==> src/rtl/trap_unit_pkg.sv <==
// trap_unit_pkg: cause codes, mip bit indices, FSM states and vector/mcause helpers
package trap_unit_pkg;

    typedef enum logic [1:0] {ST_IDLE, ST_ENTER, ST_RET} state_e;

    localparam int MEI_BIT = 11;
    localparam int MTI_BIT = 7;
    localparam int MSI_BIT = 3;

    localparam logic [3:0] IRQ_MEI = 4'd11;
    localparam logic [3:0] IRQ_MTI = 4'd7;
    localparam logic [3:0] IRQ_MSI = 4'd3;

    localparam logic [1:0] MODE_VECTORED = 2'b01;

    function automatic logic [31:0] trap_vector(input logic [29:0] base, input logic [1:0] mode,
                                                input logic irq, input logic [3:0] code);
        return {base, 2'b00} + ((irq && mode == MODE_VECTORED) ? {26'd0, code, 2'b00} : 32'd0);
    endfunction

    function automatic logic [31:0] mcause_fmt(input logic irq, input logic [3:0] code);
        return {irq, 27'd0, code};
    endfunction

endpackage

==> src/rtl/trap_unit_if.sv <==
// trap_unit_if: commit-point events in, fetch redirect and commit stall out
interface trap_unit_if;
    logic        pc_valid;
    logic [31:0] pc;
    logic        exc_valid;
    logic [3:0]  exc_cause;
    logic        mret;
    logic        redirect;
    logic [31:0] redirect_pc;
    logic        stall;

    modport master (output pc_valid, pc, exc_valid, exc_cause, mret,
                    input  redirect, redirect_pc, stall);
    modport slave  (input  pc_valid, pc, exc_valid, exc_cause, mret,
                    output redirect, redirect_pc, stall);
endinterface

==> src/rtl/trap_unit_irq_sync.sv <==
// irq_sync: STAGES-deep flop chain synchronizing one asynchronous level
module irq_sync #(
    parameter int STAGES = 2
) (
    input  logic clk_i,
    input  logic rst_i,
    input  logic d_i,
    output logic q_o
);
    logic [STAGES-1:0] chain_q;

    always_ff @(posedge clk_i) begin
        if (rst_i) chain_q <= '0;
        else       chain_q <= {chain_q[STAGES-2:0], d_i};
    end

    assign q_o = chain_q[STAGES-1];
endmodule

==> src/rtl/trap_unit.sv <==
// trap_unit: machine-mode trap sequencer owning mepc/mcause/MPIE and issuing fetch redirects
module trap_unit
    import trap_unit_pkg::*;
#(
    parameter int SYNC_STAGES = 2
) (
    input  logic        clk_i,
    input  logic        rst_i,
    input  logic        irq_ext_i,
    input  logic        irq_timer_i,
    input  logic        irq_soft_i,
    input  logic        mstatus_mie_i,
    input  logic        mie_meie_i,
    input  logic        mie_mtie_i,
    input  logic        mie_msie_i,
    input  logic [29:0] mtvec_base_i,
    input  logic [1:0]  mtvec_mode_i,
    input  logic [31:0] csr_wdata_i,
    input  logic        mepc_we_i,
    input  logic        mcause_we_i,
    trap_unit_if.slave  cp,
    output logic [31:0] mip_o,
    output logic [31:0] mepc_o,
    output logic [31:0] mcause_o,
    output logic        mpie_o,
    output logic        mie_clear_o,
    output logic        mie_restore_o
);
    state_e      state_q, state_d;
    logic [31:0] mepc_q, mepc_d, mcause_q, mcause_d, target_q, target_d;
    logic        mpie_q, mpie_d;
    logic        ext_s, tim_s, soft_s;
    logic        pend_ext, pend_tim, pend_soft, int_take, trap_take, enter_now, ret_now, active;
    logic [3:0]  int_code, trap_code;

    irq_sync #(.STAGES(SYNC_STAGES)) u_sync_ext  (.clk_i(clk_i), .rst_i(rst_i), .d_i(irq_ext_i),   .q_o(ext_s));
    irq_sync #(.STAGES(SYNC_STAGES)) u_sync_tim  (.clk_i(clk_i), .rst_i(rst_i), .d_i(irq_timer_i), .q_o(tim_s));
    irq_sync #(.STAGES(SYNC_STAGES)) u_sync_soft (.clk_i(clk_i), .rst_i(rst_i), .d_i(irq_soft_i),  .q_o(soft_s));

    always_comb begin
        mip_o          = '0;
        mip_o[MEI_BIT] = ext_s;
        mip_o[MTI_BIT] = tim_s;
        mip_o[MSI_BIT] = soft_s;
    end

    assign pend_ext  = ext_s & mie_meie_i;
    assign pend_tim  = tim_s & mie_mtie_i;
    assign pend_soft = soft_s & mie_msie_i;
    assign int_take  = mstatus_mie_i & cp.pc_valid & (pend_ext | pend_tim | pend_soft);
    assign int_code  = pend_ext ? IRQ_MEI : pend_soft ? IRQ_MSI : IRQ_MTI;
    assign trap_take = cp.exc_valid | int_take;
    assign trap_code = cp.exc_valid ? cp.exc_cause : int_code;
    assign enter_now = (state_q == ST_IDLE) & trap_take;
    assign ret_now   = (state_q == ST_IDLE) & ~trap_take & cp.mret;

    // Trap capture beats a same-cycle software CSR write; MPIE is set on leaving RET
    // so the restore pulse still sees the pre-mret value.
    always_comb begin
        state_d  = (state_q != ST_IDLE) ? ST_IDLE : enter_now ? ST_ENTER : ret_now ? ST_RET : ST_IDLE;
        mepc_d   = enter_now ? cp.pc : mepc_we_i ? (csr_wdata_i & ~32'h3) : mepc_q;
        mcause_d = enter_now ? mcause_fmt(~cp.exc_valid, trap_code)
                 : mcause_we_i ? mcause_fmt(csr_wdata_i[31], csr_wdata_i[3:0]) : mcause_q;
        mpie_d   = enter_now ? mstatus_mie_i : (state_q == ST_RET) ? 1'b1 : mpie_q;
        target_d = enter_now ? trap_vector(mtvec_base_i, mtvec_mode_i, ~cp.exc_valid, trap_code)
                 : ret_now ? mepc_q : target_q;
    end

    always_ff @(posedge clk_i) begin
        if (rst_i) begin
            state_q  <= ST_IDLE;
            mepc_q   <= '0;
            mcause_q <= '0;
            mpie_q   <= 1'b0;
            target_q <= '0;
        end else begin
            state_q  <= state_d;
            mepc_q   <= mepc_d;
            mcause_q <= mcause_d;
            mpie_q   <= mpie_d;
            target_q <= target_d;
        end
    end

    // A reset arriving mid-sequence suppresses the pulse already in flight.
    assign active         = (state_q != ST_IDLE) & ~rst_i;
    assign cp.redirect    = active;
    assign cp.redirect_pc = target_q;
    assign cp.stall       = state_q != ST_IDLE;
    assign mie_clear_o    = active & (state_q == ST_ENTER);
    assign mie_restore_o  = active & (state_q == ST_RET);
    assign mepc_o         = mepc_q;
    assign mcause_o       = mcause_q;
    assign mpie_o         = mpie_q;
endmodule

==> src/flat_wrapper.sv <==
// flat-port wrapper written by rule: the top's interface ports become plain ports
module trap_unit_flat import trap_unit_pkg::*;
#(
    parameter int SYNC_STAGES = 2
)
  (clk_i, rst_i, irq_ext_i, irq_timer_i, irq_soft_i, mstatus_mie_i, mie_meie_i, mie_mtie_i, mie_msie_i, mtvec_base_i, mtvec_mode_i, csr_wdata_i, mepc_we_i, mcause_we_i, mip_o, mepc_o, mcause_o, mpie_o, mie_clear_o, mie_restore_o, cp_pc_valid, cp_pc, cp_exc_valid, cp_exc_cause, cp_mret, cp_redirect, cp_redirect_pc, cp_stall);
  trap_unit_if cp_i ();
  input  logic clk_i;
  input  logic rst_i;
  input  logic irq_ext_i;
  input  logic irq_timer_i;
  input  logic irq_soft_i;
  input  logic mstatus_mie_i;
  input  logic mie_meie_i;
  input  logic mie_mtie_i;
  input  logic mie_msie_i;
  input  logic [29:0] mtvec_base_i;
  input  logic [1:0] mtvec_mode_i;
  input  logic [31:0] csr_wdata_i;
  input  logic mepc_we_i;
  input  logic mcause_we_i;
  output logic [31:0] mip_o;
  output logic [31:0] mepc_o;
  output logic [31:0] mcause_o;
  output logic mpie_o;
  output logic mie_clear_o;
  output logic mie_restore_o;
  input wire logic [$bits(cp_i.pc_valid)-1:0] cp_pc_valid;
  input wire logic [$bits(cp_i.pc)-1:0] cp_pc;
  input wire logic [$bits(cp_i.exc_valid)-1:0] cp_exc_valid;
  input wire logic [$bits(cp_i.exc_cause)-1:0] cp_exc_cause;
  input wire logic [$bits(cp_i.mret)-1:0] cp_mret;
  output wire logic [$bits(cp_i.redirect)-1:0] cp_redirect;
  output wire logic [$bits(cp_i.redirect_pc)-1:0] cp_redirect_pc;
  output wire logic [$bits(cp_i.stall)-1:0] cp_stall;
  assign cp_i.pc_valid = cp_pc_valid;
  assign cp_i.pc = cp_pc;
  assign cp_i.exc_valid = cp_exc_valid;
  assign cp_i.exc_cause = cp_exc_cause;
  assign cp_i.mret = cp_mret;
  assign cp_redirect = cp_i.redirect;
  assign cp_redirect_pc = cp_i.redirect_pc;
  assign cp_stall = cp_i.stall;
  trap_unit #(.SYNC_STAGES(SYNC_STAGES)) u_core (.clk_i(clk_i), .rst_i(rst_i), .irq_ext_i(irq_ext_i), .irq_timer_i(irq_timer_i), .irq_soft_i(irq_soft_i), .mstatus_mie_i(mstatus_mie_i), .mie_meie_i(mie_meie_i), .mie_mtie_i(mie_mtie_i), .mie_msie_i(mie_msie_i), .mtvec_base_i(mtvec_base_i), .mtvec_mode_i(mtvec_mode_i), .csr_wdata_i(csr_wdata_i), .mepc_we_i(mepc_we_i), .mcause_we_i(mcause_we_i), .cp(cp_i), .mip_o(mip_o), .mepc_o(mepc_o), .mcause_o(mcause_o), .mpie_o(mpie_o), .mie_clear_o(mie_clear_o), .mie_restore_o(mie_restore_o));
endmodule
==> config.mk <==
export PLATFORM = sky130hd
export DESIGN_NAME = trap_unit_flat
export DESIGN_NICKNAME = d
export VERILOG_FILES = /design/src/rtl/trap_unit_pkg.sv /design/src/rtl/trap_unit_if.sv /design/src/rtl/trap_unit_irq_sync.sv /design/src/rtl/trap_unit.sv /design/src/flat_wrapper.sv
export SDC_FILE = /design/constraint.sdc
export NUM_CORES = 1
export LEC_CHECK = 0
export CORE_MARGIN = 2
export CORE_UTILIZATION = 39
export DETAILED_ROUTE_END_ITERATION = 8
export MAX_ROUTING_LAYER = met4
export PLACE_DENSITY = 0.81
export SLEW_MARGIN = 0
export SYNTH_ARGS = -nofsm -noshare
export SYNTH_HDL_FRONTEND = slang
export SYNTH_SLANG_ARGS = --single-unit
export TNS_END_PERCENT = 30
==> constraint.sdc <==
create_clock -name clk_i -period 3 [get_ports clk_i]
set_input_delay 0.3 -clock clk_i [delete_from_list [all_inputs] [get_ports clk_i]]
set_output_delay 0.3 -clock clk_i [all_outputs]
set_load 0.01 [all_outputs]
==> run_results.csv <==
group,metric,value,unit
outcome,status,"finished, final reports clean",
sta,fin_tns_setup,0,ps
power_and_ir_drop,switching_share,0.302,
clocking,cts_resized,0,
grt,grt_pass1_vias,4330,
worst_setup_path,ff2ff_path_depth,10,
min_path,min_path_cells,2,
yosys,synthCells,503,
grt,grt_antenna_before_repair,0,
clocking,clockRootBuffer,"clkbuf_16",
power_and_ir_drop,p_seq_frac,0.387,
worst_setup_path,criticalPathCategory,"in2reg",
yosys,ys_warn_count,0,
sta,relSlewSlack,0.329,
clocking,numCtsBuffers,9,
clocking,ctsHoldBuffers,0,
power_and_ir_drop,comb_power_share,0.294,
yosys,synth_edf_count,0,
min_path,hold_class,"in2reg",
layout,antennaDiodeCount,0,
drt,routed_wl,13800,µm
worst_setup_path,worst_path_max_delay_cell,"clkdlybuf4s50_1",
worst_setup_path,rr_startpoint,"u_core.u_sync_ext.chain_q[1]$_SDFF_PP0_",
worst_setup_path,cp.arrival,2680,ps
drt,route.met2.wl,6760,µm
worst_setup_path,crit_chain,"clkdlybuf4s50_1 > nor2_1 > nand2_1 > inv_1 > ha_1 > fa_1 > nand3_1 > and2_1 > buf_4 > nor4b_1 > xnor2_1 > o22ai_1",
drt,wl_per_cell,16.7,µm
worst_setup_path,crit_start,"cp_exc_valid",
yosys,ys_ff_latch,78,
layout,layout.nets,796,
place,dp_hpwl,10400,µm
min_path,worstHoldStart,"rst_i",
sta,slew_violations,0,
yosys,synthesis.area,0.00447,mm²
drt,viasPerCell,5.16,
place,io_buffers,190,
place,globalplace.congestion,0.858,
worst_setup_path,cp_max_fo,6,
layout,seq_area,0.00156,mm²
drt,wl_met1,5780,µm
drt,routed.top_layer,"met4",
drt,drt_iter0_markers,169,
run,drv_cap,0,
drt,vias,4255,
worst_setup_path,startpoint_type,"input pin",
clocking,cts_tree,"yes",
power_and_ir_drop,ir_drop,296,µV
sta,finalCriticalPeriod,2490,ps
power_and_ir_drop,power_density,489,mW/mm²
worst_setup_path,crit_required,3180,ps
clocking,clkLatencyLatePin,340,ps
power_and_ir_drop,power_frac_clock,0.319,
clocking,cts_sinks,78,
sta,period_share,0.830,
die,dieArea,0.0123,mm²
worst_setup_path,critPathBufInv,3,
sta,hold_violations,0,
worst_setup_path,worst-path-stages,12,
layout,multiInputGateArea,0.00248,mm²
drt,wl_met3,937,µm
die,fp.dieW,111,µm
yosys,synth.distinct_cells,51,
layout,finish.utilization,0.576,
clocking,path_clk_slew,60,ps
die,coreArea,0.0113,mm²
yosys,synth-seq-area-share,0.349,
die,placementRows,39,
worst_setup_path,critPathMaxStageDelay,430,ps
clocking,cts_htree_levels,3,
grt,grt_pass1_wl,21800,µm
clocking,post_cts_buffers,0,
layout,syn_to_final_growth,45.7,%
grt,grt_overflow_total,0,
die,io_pins,247,
yosys,synth-async-reset-ratio,0,
layout,nFillCells,983,
grt,grt_max_degree,38,
drt,drcViolationCount,0,
die,initial_utilization,0.395,
layout,drive_gt1_frac,0.0733,
yosys,synthFlopType,"dfxtp_1",
sta,setup_viol,0,
worst_setup_path,worstSetupEndpointType,"flip-flop",
power_and_ir_drop,p_int,0.00222,W
sta,rsz0062_at_grt,"false",
yosys,syn_area_per_cell,8.89,µm²
die,dieHeight,111,µm
clocking,max-clock-path-buffers,2,
power_and_ir_drop,p_sw,0.000963,W
grt,grt_usage,0.226,
sta,fmax,0.402,GHz
worst_setup_path,cp_top_family,"simple AND/OR/NAND/NOR gates",
sta,skew,8.33,ps
power_and_ir_drop,p_leak,2.48,nW
sta,worstMarginPinSlew,1010,ps
drt,firstDrtPassIters,5,
drt,antenna_left,0,
-- kinds of logic after synthesis --
logic type      count (synthesis)  synth area share
compound gates                114             0.187
simple gates                  140             0.174
other cells                     1          0.000838
flops                          78             0.349
buf+inv                       104             0.144
xor+xnor                       24            0.0470
fa+ha+maj                       5            0.0157
mux                            37            0.0828
-- synthesized netlist by cell type (3+ instances only) --
cell	number	area, µm²
buf_2	7	35.0
mux2i_1	37	370
nor2_1	52	195
buf_1	4	15.0
o21ai_0	5	25.0
a21oi_1	22	110
nor4_2	5	62.6
xnor2_1	21	184
nor3_1	10	50.1
and4_1	4	35.0
nor3b_1	5	37.5
dfxtp_1	78	1560
a22oi_1	12	90.1
nand2_1	25	93.8
clkbuf_1	20	75.1
xor2_1	3	26.3
nand3_1	9	45.0
buf_4	63	473
o22ai_1	12	75.1
ha_1	4	50.1
a211o_1	3	26.3
inv_1	9	33.8
a211oi_1	43	323
a2111oi_2	5	75.1
nor4_1	4	25.0
nor2b_1	7	43.8
-- path summary, 6_finish.rpt --
kind | endpoint | slack, ps
worst max-delay path | u_core.cp.redirect_pc[18]$_SDFFE_PP0P_ | 510
worst min-delay path | u_core.u_sync_ext.chain_q[1]$_SDFF_PP0_ | 430
worst max register to register | u_core.cp.redirect_pc[18]$_SDFFE_PP0P_ | 710
worst min register to register | u_core.u_sync_soft.chain_q[1]$_SDFF_PP0_ | 440
-- power by group through the flow --
stage / clock [W] / combinational (W) / sequential (W)
after CTS: 0.00103 / 0.000941 / 0.00123
after floorplan: 0 / 0.000449 / 0.00129
after detailed placement: 0 / 0.000935 / 0.00125
after global placement: 0 / 0.000915 / 0.00125
final: 0.00101 / 0.000936 / 0.00123
after global routing: 0.00108 / 0.00101 / 0.00125
-- sequential cells by signal, summed over array words and instances, names as in the netlist --
name	flops
u_core.u_sync_tim.chain_q	2
u_core.cp.redirect_pc	32
u_core.u_sync_soft.chain_q	2
u_core.mpie_o	1
u_core.state_q	2
u_core.mcause_o	5
u_core.mepc_o	32
u_core.u_sync_ext.chain_q	2
-- worst reg2reg max path, cell delays in order, from the launching register on --
cell and delay [ps]:
dfxtp_1 340, nand2_1 100, nand2_1 90, nor2_1 50, ha_1 340, nand3_1 120, and2_1 250, buf_4 190
nor4b_1 380, xnor2_1 160, o22ai_1 100
-- metal layers --
metal | track usage | vias to the layer above
li1 | - | 2041
met1 | 0.260 | 1978
met2 | 0.387 | 205
met3 | 0.0530 | 31
met4 | 0.0782 | 0
met5 | - | -
-- cell usage in the layout (no fill, tap or decap), types with 7 or more instances in the layout --
cell type | Yosys | layout
o22ai_1 | 12 | 12
nor3_1 | 10 | 10
nand3_1 | 9 | 9
a22oi_1 | 12 | 12
dfxtp_1 | 78 | 78
a211oi_1 | 43 | 43
clkdlybuf4s50_1 | 0 | 188
nand2_1 | 25 | 25
xnor2_1 | 21 | 21
clkbuf_16 | 0 | 9
a21oi_1 | 22 | 22
inv_1 | 9 | 9
nor2_1 | 52 | 52
conb_1 | 1 | 56
mux2i_1 | 37 | 37
nor2b_1 | 7 | 7
buf_4 | 63 | 13
-- area by class of cell --
type                            instances  area share
Clock inverter                          5     0.00538
Tap cell                              143      0.0275
Sequential cell                        78       0.240
Inverter                                9     0.00518
Multi-Input combinational cell        376       0.380
Timing Repair Buffer                  203       0.305
Clock buffer                           11      0.0372
-- metrics by stage --
step | hold slack (ps) | std cells | worst slack [ps] | cell area, µm² | total power (W)
final | 428 | 825 | 509 | 6520 | 0.00318
after global routing | 459 | 825 | 299 | 6520 | 0.00333
after CTS | 435 | 825 | 501 | 6520 | 0.00321
after detailed placement | 427 | 809 | 181 | 6240 | 0.00219
after global placement | 420 | 809 | 276 | 6240 | 0.00217
after floorplan | 414 | 558 | 626 | 4680 | 0.00174
Power figures use the tool's default switching activity.
